`src/rtl/bubble_sort_ctrl_if.sv`:
```
// Producer/consumer valid-ready stream bundle for bubble_sort_ctrl.
// slave is the sorter's view; master is the producer/consumer side.
interface bubble_sort_ctrl_if #(
  parameter int unsigned WIDTH = 4
);
  logic             in_valid;
  logic             in_ready;
  logic [WIDTH-1:0] in_data;
  logic             out_valid;
  logic             out_ready;
  logic [WIDTH-1:0] out_data;
  logic             out_last;

  modport master (
    output in_valid, in_data, out_ready,
    input  in_ready, out_valid, out_data, out_last
  );

  modport slave (
    input  in_valid, in_data, out_ready,
    output in_ready, out_valid, out_data, out_last
  );
endinterface

```
`src/rtl/bubble_sort_ctrl.sv`:
```
// Batch sorter: loads DEPTH words, bubble-sorts them one compare-exchange per clock with
// early termination, then streams them out ascending.
module bubble_sort_ctrl #(
  parameter int unsigned WIDTH = 4,
  parameter int unsigned DEPTH = 8
) (
  input  logic                     clk,
  input  logic                     rst_n,
  bubble_sort_ctrl_if.slave        bus,
  output logic                     busy_o,
  output logic [$clog2(DEPTH):0]   pass_cnt_o
);
  localparam int unsigned PtrW = $clog2(DEPTH);
  localparam int unsigned CntW = PtrW + 1;

  typedef enum logic [1:0] {StLoad, StSort, StDrain} state_e;

  state_e              state_q;
  logic [WIDTH-1:0]    mem_q [DEPTH];
  logic [PtrW-1:0]     wr_ptr_q, rd_ptr_q, idx_q, limit_q;
  logic                swapped_q;
  logic [CntW-1:0]     pass_cnt_q;
  logic                in_ready_q, out_valid_q, out_last_q, busy_q;
  logic [WIDTH-1:0]    out_data_q;

  logic [WIDTH-1:0]    cmp_a, cmp_b;
  logic                do_swap, any_swap, last_pair;

  always_comb begin
    cmp_a     = mem_q[idx_q];
    cmp_b     = mem_q[idx_q + 1'b1];
    // Strict compare keeps equal words in place, so the sort is stable.
    do_swap   = cmp_a > cmp_b;
    any_swap  = swapped_q | do_swap;
    last_pair = (idx_q == limit_q - 1'b1);
  end

  always_ff @(posedge clk or negedge rst_n) begin
    if (!rst_n) begin
      state_q     <= StLoad;
      for (int i = 0; i < int'(DEPTH); i++) mem_q[i] <= '0;
      wr_ptr_q    <= '0;
      rd_ptr_q    <= '0;
      idx_q       <= '0;
      limit_q     <= '0;
      swapped_q   <= 1'b0;
      pass_cnt_q  <= '0;
      in_ready_q  <= 1'b1;
      out_valid_q <= 1'b0;
      out_last_q  <= 1'b0;
      out_data_q  <= '0;
      busy_q      <= 1'b0;
    end else begin
      unique case (state_q)
        StLoad: begin
          if (bus.in_valid && in_ready_q) begin
            mem_q[wr_ptr_q] <= bus.in_data;
            if (wr_ptr_q == PtrW'(DEPTH - 1)) begin
              wr_ptr_q   <= '0;
              state_q    <= StSort;
              in_ready_q <= 1'b0;
              busy_q     <= 1'b1;
              idx_q      <= '0;
              limit_q    <= PtrW'(DEPTH - 1);
              swapped_q  <= 1'b0;
              pass_cnt_q <= CntW'(1);
            end else begin
              wr_ptr_q <= wr_ptr_q + 1'b1;
            end
          end
        end

        StSort: begin
          if (do_swap) begin
            mem_q[idx_q]        <= cmp_b;
            mem_q[idx_q + 1'b1] <= cmp_a;
          end
          if (!last_pair) begin
            idx_q     <= idx_q + 1'b1;
            swapped_q <= any_swap;
          end else if (any_swap && limit_q > PtrW'(1)) begin
            limit_q    <= limit_q - 1'b1;
            idx_q      <= '0;
            swapped_q  <= 1'b0;
            pass_cnt_q <= pass_cnt_q + 1'b1;
          end else begin
            state_q     <= StDrain;
            busy_q      <= 1'b0;
            rd_ptr_q    <= '0;
            out_valid_q <= 1'b1;
            out_last_q  <= 1'b0;
            // Word 0 may be swapped on this very cycle when the last pass is pair 0/1.
            out_data_q  <= (do_swap && idx_q == '0) ? cmp_b : mem_q[0];
          end
        end

        StDrain: begin
          if (bus.out_ready) begin
            if (rd_ptr_q == PtrW'(DEPTH - 1)) begin
              rd_ptr_q    <= '0;
              out_valid_q <= 1'b0;
              out_last_q  <= 1'b0;
              in_ready_q  <= 1'b1;
              state_q     <= StLoad;
            end else begin
              rd_ptr_q   <= rd_ptr_q + 1'b1;
              out_data_q <= mem_q[rd_ptr_q + 1'b1];
              out_last_q <= (rd_ptr_q + 1'b1 == PtrW'(DEPTH - 1));
            end
          end
        end

        default: state_q <= StLoad;
      endcase
    end
  end

  assign bus.in_ready  = in_ready_q;
  assign bus.out_valid = out_valid_q;
  assign bus.out_data  = out_data_q;
  assign bus.out_last  = out_last_q;
  assign busy_o        = busy_q;
  assign pass_cnt_o    = pass_cnt_q;
endmodule
```
`src/flat_wrapper.sv`:
```
// flat-port wrapper written by rule: the top's interface ports become plain ports
module bubble_sort_ctrl_flat 
#(
  parameter int unsigned WIDTH = 4,
  parameter int unsigned DEPTH = 8
)
  (clk, rst_n, busy_o, pass_cnt_o, bus_in_valid, bus_in_data, bus_out_ready, bus_in_ready, bus_out_valid, bus_out_data, bus_out_last);
  bubble_sort_ctrl_if #(.WIDTH(WIDTH)) bus_i ();
  input  logic clk;
  input  logic rst_n;
  output logic busy_o;
  output logic [$clog2(DEPTH):0] pass_cnt_o;
  input wire logic [$bits(bus_i.in_valid)-1:0] bus_in_valid;
  input wire logic [$bits(bus_i.in_data)-1:0] bus_in_data;
  input wire logic [$bits(bus_i.out_ready)-1:0] bus_out_ready;
  output wire logic [$bits(bus_i.in_ready)-1:0] bus_in_ready;
  output wire logic [$bits(bus_i.out_valid)-1:0] bus_out_valid;
  output wire logic [$bits(bus_i.out_data)-1:0] bus_out_data;
  output wire logic [$bits(bus_i.out_last)-1:0] bus_out_last;
  assign bus_i.in_valid = bus_in_valid;
  assign bus_i.in_data = bus_in_data;
  assign bus_i.out_ready = bus_out_ready;
  assign bus_in_ready = bus_i.in_ready;
  assign bus_out_valid = bus_i.out_valid;
  assign bus_out_data = bus_i.out_data;
  assign bus_out_last = bus_i.out_last;
  bubble_sort_ctrl #(.WIDTH(WIDTH), .DEPTH(DEPTH)) u_core (.clk(clk), .rst_n(rst_n), .bus(bus_i), .busy_o(busy_o), .pass_cnt_o(pass_cnt_o));
endmodule
```
`config.mk`:
```
export PLATFORM = sky130hd
export DESIGN_NAME = bubble_sort_ctrl_flat
export DESIGN_NICKNAME = d
export VERILOG_FILES = /design/src/rtl/bubble_sort_ctrl_if.sv /design/src/rtl/bubble_sort_ctrl.sv /design/src/flat_wrapper.sv
export SDC_FILE = /design/constraint.sdc
export NUM_CORES = 1
export LEC_CHECK = 0
export BUFFER_PORTS_ARGS = -buffer_cell sky130_fd_sc_hd__buf_2
export CORE_MARGIN = 2
export CORE_UTILIZATION = 49
export CTS_CLUSTER_SIZE = 28
export DETAILED_ROUTE_END_ITERATION = 8
export GPL_TIMING_DRIVEN = 1
export HOLD_SLACK_MARGIN = 0.08
export PLACE_DENSITY = 0.66
export SYNTH_ARGS = -nofsm -noshare
export SYNTH_HDL_FRONTEND = slang
export SYNTH_SLANG_ARGS = --single-unit
```
`constraint.sdc`:
```
create_clock -name clk -period 4.7 [get_ports clk]
set_input_delay 1.41 -clock clk [delete_from_list [all_inputs] [get_ports clk]]
set_output_delay 1.41 -clock clk [all_outputs]
set_load 0.005 [all_outputs]
```
==> flow_metrics.env <==
export IMPL_status="finished, final reports clean"
export IMPL_holdWs_ns=0.5068
export IMPL_p_comb_share_pct=35.0
export IMPL_remaining_drc_errors=0
export IMPL_cp_start_kind="flop"
export IMPL_dieArea_um2=9446
export IMPL_place_gp_congestion=0.8973
export IMPL_r2r_slack_ns=0.79
export IMPL_cts_sinks=59
export IMPL_synthDistinctLibCells=53
export IMPL_power_leakage_nw=1.907
export IMPL_clk_insertion_delay_late_ns=0.35
export IMPL_viasPerCell=6.621
export IMPL_clockBufferDepth=2
export IMPL_overflow=0
export IMPL_ys_flop_type="dfrtp_1"
export IMPL_hpwl_um=8962
export IMPL_finalWirelength_um=12360
export IMPL_layout_nets=482
export IMPL_clk_pin_slew_ns=0.07
export IMPL_cp_end_kind="flop"
export IMPL_row_count=33
export IMPL_drv_slew=0
export IMPL_grt_usage_pct=26.98
export IMPL_rr_worst_depth=13
export IMPL_drive_gt1_share_pct=19.57
export IMPL_relSlewSlack_pct=24.71
export IMPL_synth_seq_cells=59
export IMPL_p_seq_share_pct=38.2
export IMPL_clockPowerShare_pct=26.8
export IMPL_synth_edf_count=0
export IMPL_cts_hold_buf=0
export IMPL_io_buffers=19
export IMPL_reg2reg_from="u_core.idx_q[0]$_DFFE_PN0P_"
export IMPL_peakVddDrop_uv=177.2
export IMPL_die_w_um=97.19
export IMPL_ant_nets=0
export IMPL_multi_input_area_um2=2595
export IMPL_register_area_um2=1478
export IMPL_seq_area_frac_synth_pct=34.73
export IMPL_pin_count=20
export IMPL_first_global_vias=3608
export IMPL_maxCapViolations=0
export IMPL_root_buffer="clkbuf_8"
export IMPL_async_flop_share_pct=100.0
export IMPL_vias=3774
export IMPL_syn_cell_area_um2=4255
export IMPL_cts_tree="done"
export IMPL_p_int_mw=1.123
export IMPL_crit_arrival_ns=4.14
export IMPL_dr_first_iter_drc_count=422
export IMPL_core_region_area_um2=8299
export IMPL_fmax_ghz=0.2556
export IMPL_hold_start="u_core.bus.out_last$_DFFE_PN0P_"
export IMPL_period_minus_slack_ns=3.913
export IMPL_syn_to_final_growth_pct=9.468
export IMPL_grt_start_max_net_pins=51
export IMPL_first_pass_iters=6
export IMPL_skew_ns=0.009032
export IMPL_cp_required_ns=4.93
export IMPL_syn_nets=468
export IMPL_fin_util_pct=56.13
export IMPL_die_h_um=97.19
export IMPL_post_cts_resized=0
export IMPL_fin_crit_sh_pct=83.26
export IMPL_post_cts_setup_buffers=0
export IMPL_start_util_pct=51.27
export IMPL_grt_setup_unrepaired="false"
export IMPL_avgSynthCellArea_um2=9.541
export IMPL_antennaDiodeCount=0
export IMPL_layout_setup_ws_ns=0.7870
export IMPL_post_drt_wl_per_cell_um=21.69
export IMPL_yosys_warnings=0
export IMPL_hold_viol=0
export IMPL_p_sw_uw=699.2
export IMPL_p_per_area_nw_per_um2=391.3
export IMPL_swShare_pct=38.36
export IMPL_grt_pass1_wl_um=19950
export IMPL_critPathKind="reg2reg"
export IMPL_numCtsBuffers=9
export IMPL_hold_class="reg2reg"
export IMPL_synthesis_instances=446
export IMPL_htreeDepth=3
export IMPL_setup_viol=0
export IMPL_finalSetupTns_ns=0
export IMPL_worstReg2RegEnd="u_core.bus.out_data[1]$_DFFE_PN0P_"
export IMPL_fillers=725
export IMPL_dpl_worst_slack_ns=0.8830
export IMPL_grt_antenna_before_repair=0
export IMPL_path_max_fanout=10
export IMPL_min_path_cells=1
export IMPL_tightest_slew_ns=1.129
export IMPL_min_delay_worst_endpoint="u_core.bus.out_last$_DFFE_PN0P_"
-- cell usage after synthesis, drive strengths merged (2+ instances only) --
cell type,number,area (um2)
a21boi,3,22.52
a21o,3,22.52
a21oi,38,201.5
a221o,2,20.02
a221oi,9,78.83
a22o,4,35.03
a22oi,3,22.52
a31oi,5,31.28
and3,4,25.02
buf,14,76.32
clkbuf,16,60.06
dfrtp,58,1451
ha,14,175.2
inv,13,48.80
mux2,8,90.08
mux2i,24,290.3
mux4,16,360.4
nand2,56,210.2
nand2b,3,18.77
nand3,12,60.06
nand3b,2,15.01
nand4,2,12.51
nor2,20,75.07
nor2b,4,25.02
nor3,7,35.03
nor3b,3,22.52
o211ai,2,20.02
o21ai,43,215.2
o221ai,5,75.07
o311ai,2,32.53
o31ai,33,247.7
or3,3,18.77
xnor2,2,17.52
xor2,3,26.28
-- area by class of cell --
cell class / count / share of cell area (%)
inverters: 13 / 1.048
well taps: 105 / 2.820
clock buffers: 12 / 3.331
clock inverters: 4 / 1.074
multi-input cells: 344 / 55.71
flip-flops and latches: 59 / 31.72
repair buffers: 33 / 4.298
-- power groups by stage --
stage	clock, mW	combinational (mW)	sequential [mW]
finish	0.488	0.637	0.697
global placement	0	0.618	0.699
CTS	0.495	0.633	0.694
detailed placement	0	0.629	0.703
floorplan	0	0.505	0.641
global route	0.519	0.700	0.712
-- cell families (layout without fill, tap and decap cells) --
kind of cell / after synthesis / count (layout) / share of synthesized area [%]
AOI/OAI and AO/OA: 156 / 156 / 24.85
xor gates and xnor gates: 6 / 6 / 1.559
adders and majority gates: 14 / 14 / 4.116
buffers and inverters: 43 / 62 / 4.352
DFF: 59 / 59 / 34.73
muxes: 48 / 48 / 17.41
and+or+nand+nor: 120 / 120 / 13.00
-- worst max-delay path by stage --
stage / from / endpoint / slack [ns]
2_1_floorplan: u_core.idx_q[0]$_DFFE_PN0P_ / u_core.bus.out_last$_DFFE_PN0P_ / 1.19
3_3_place_gp: u_core.idx_q[0]$_DFFE_PN0P_ / u_core.pass_cnt_o[2]$_DFFE_PN0P_ / 1.06
3_5_place_dp: u_core.idx_q[0]$_DFFE_PN0P_ / u_core.idx_q[0]$_DFFE_PN0P_ / 0.88
4_1_cts: u_core.idx_q[0]$_DFFE_PN0P_ / u_core.idx_q[0]$_DFFE_PN0P_ / 0.86
5_1_grt: u_core.idx_q[0]$_DFFE_PN0P_ / u_core.idx_q[0]$_DFFE_PN0P_ / 0.48
6_report: u_core.idx_q[0]$_DFFE_PN0P_ / u_core.bus.out_data[1]$_DFFE_PN0P_ / 0.79
-- per-stage QoR --
stage,cells,cell area [um2],total power [mW]
6_report,570,4658,1.823
5_1_grt,570,4658,1.931
4_1_cts,570,4658,1.821
3_5_place_dp,554,4453,1.332
3_3_place_gp,554,4453,1.317
2_1_floorplan,446,4255,1.146
-- sequential cells by signal, summed over array words and instances, names as in the netlist, 2 cells and up --
signal / cells
u_core.idx_q: 3
u_core.wr_ptr_q: 3
u_core.state_q: 2
u_core.rd_ptr_q: 3
u_core.bus.out_data: 4
u_core.mem_q: 32
u_core.pass_cnt_o: 4
u_core.limit_q: 3
-- placed cells by master, fill, tap and decap left out, types with 2 or more instances in the layout --
master,instances
dfrtp_1,58
nand2_1,56
o21ai_0,37
a21oi_1,37
o31ai_1,33
nor2_1,20
mux2i_1,20
buf_2,19
mux4_2,16
ha_1,14
buf_4,14
nand3_1,12
clkbuf_8,11
a221oi_1,9
inv_1,7
nor3_1,7
inv_2,6
o21ai_1,6
mux2_2,6
a31oi_1,5
o221ai_2,5
and3_1,4
mux2i_4,4
a22o_1,4
xor2_1,3
a22oi_1,3
or3_1,3
nor3b_1,3
nor2b_1,3
a21o_1,3
nand2b_1,3
a221o_1,2
nand3b_1,2
nand4_1,2
a21boi_0,2
mux2_1,2
xnor2_1,2
o311ai_2,2
clkinvlp_4,2
-- per-layer routing --
metal	global-route usage [%]	vias up	wire, um
li1	-	1730	-
met1	39.83	1834	5583
met2	39.00	190	5304
met3	7.122	20	1293
met4	7.909	0	181
met5	0	-	0
-- critical path, stage by stage, from the launching register on --
cell and delay (ns):
dfrtp_1 0.51, ha_1 0.28, xor2_1 0.29, buf_4 0.26, mux4_2 0.35, mux2i_4 0.32
inv_2 0.11, ha_1 0.19, nor2b_1 0.10, o211ai_1 0.19, a21boi_0 0.31, and3b_1 0.39
mux2i_1 0.37, a21oi_1 0.11
Note: power is estimated with default switching activity, not from simulation.
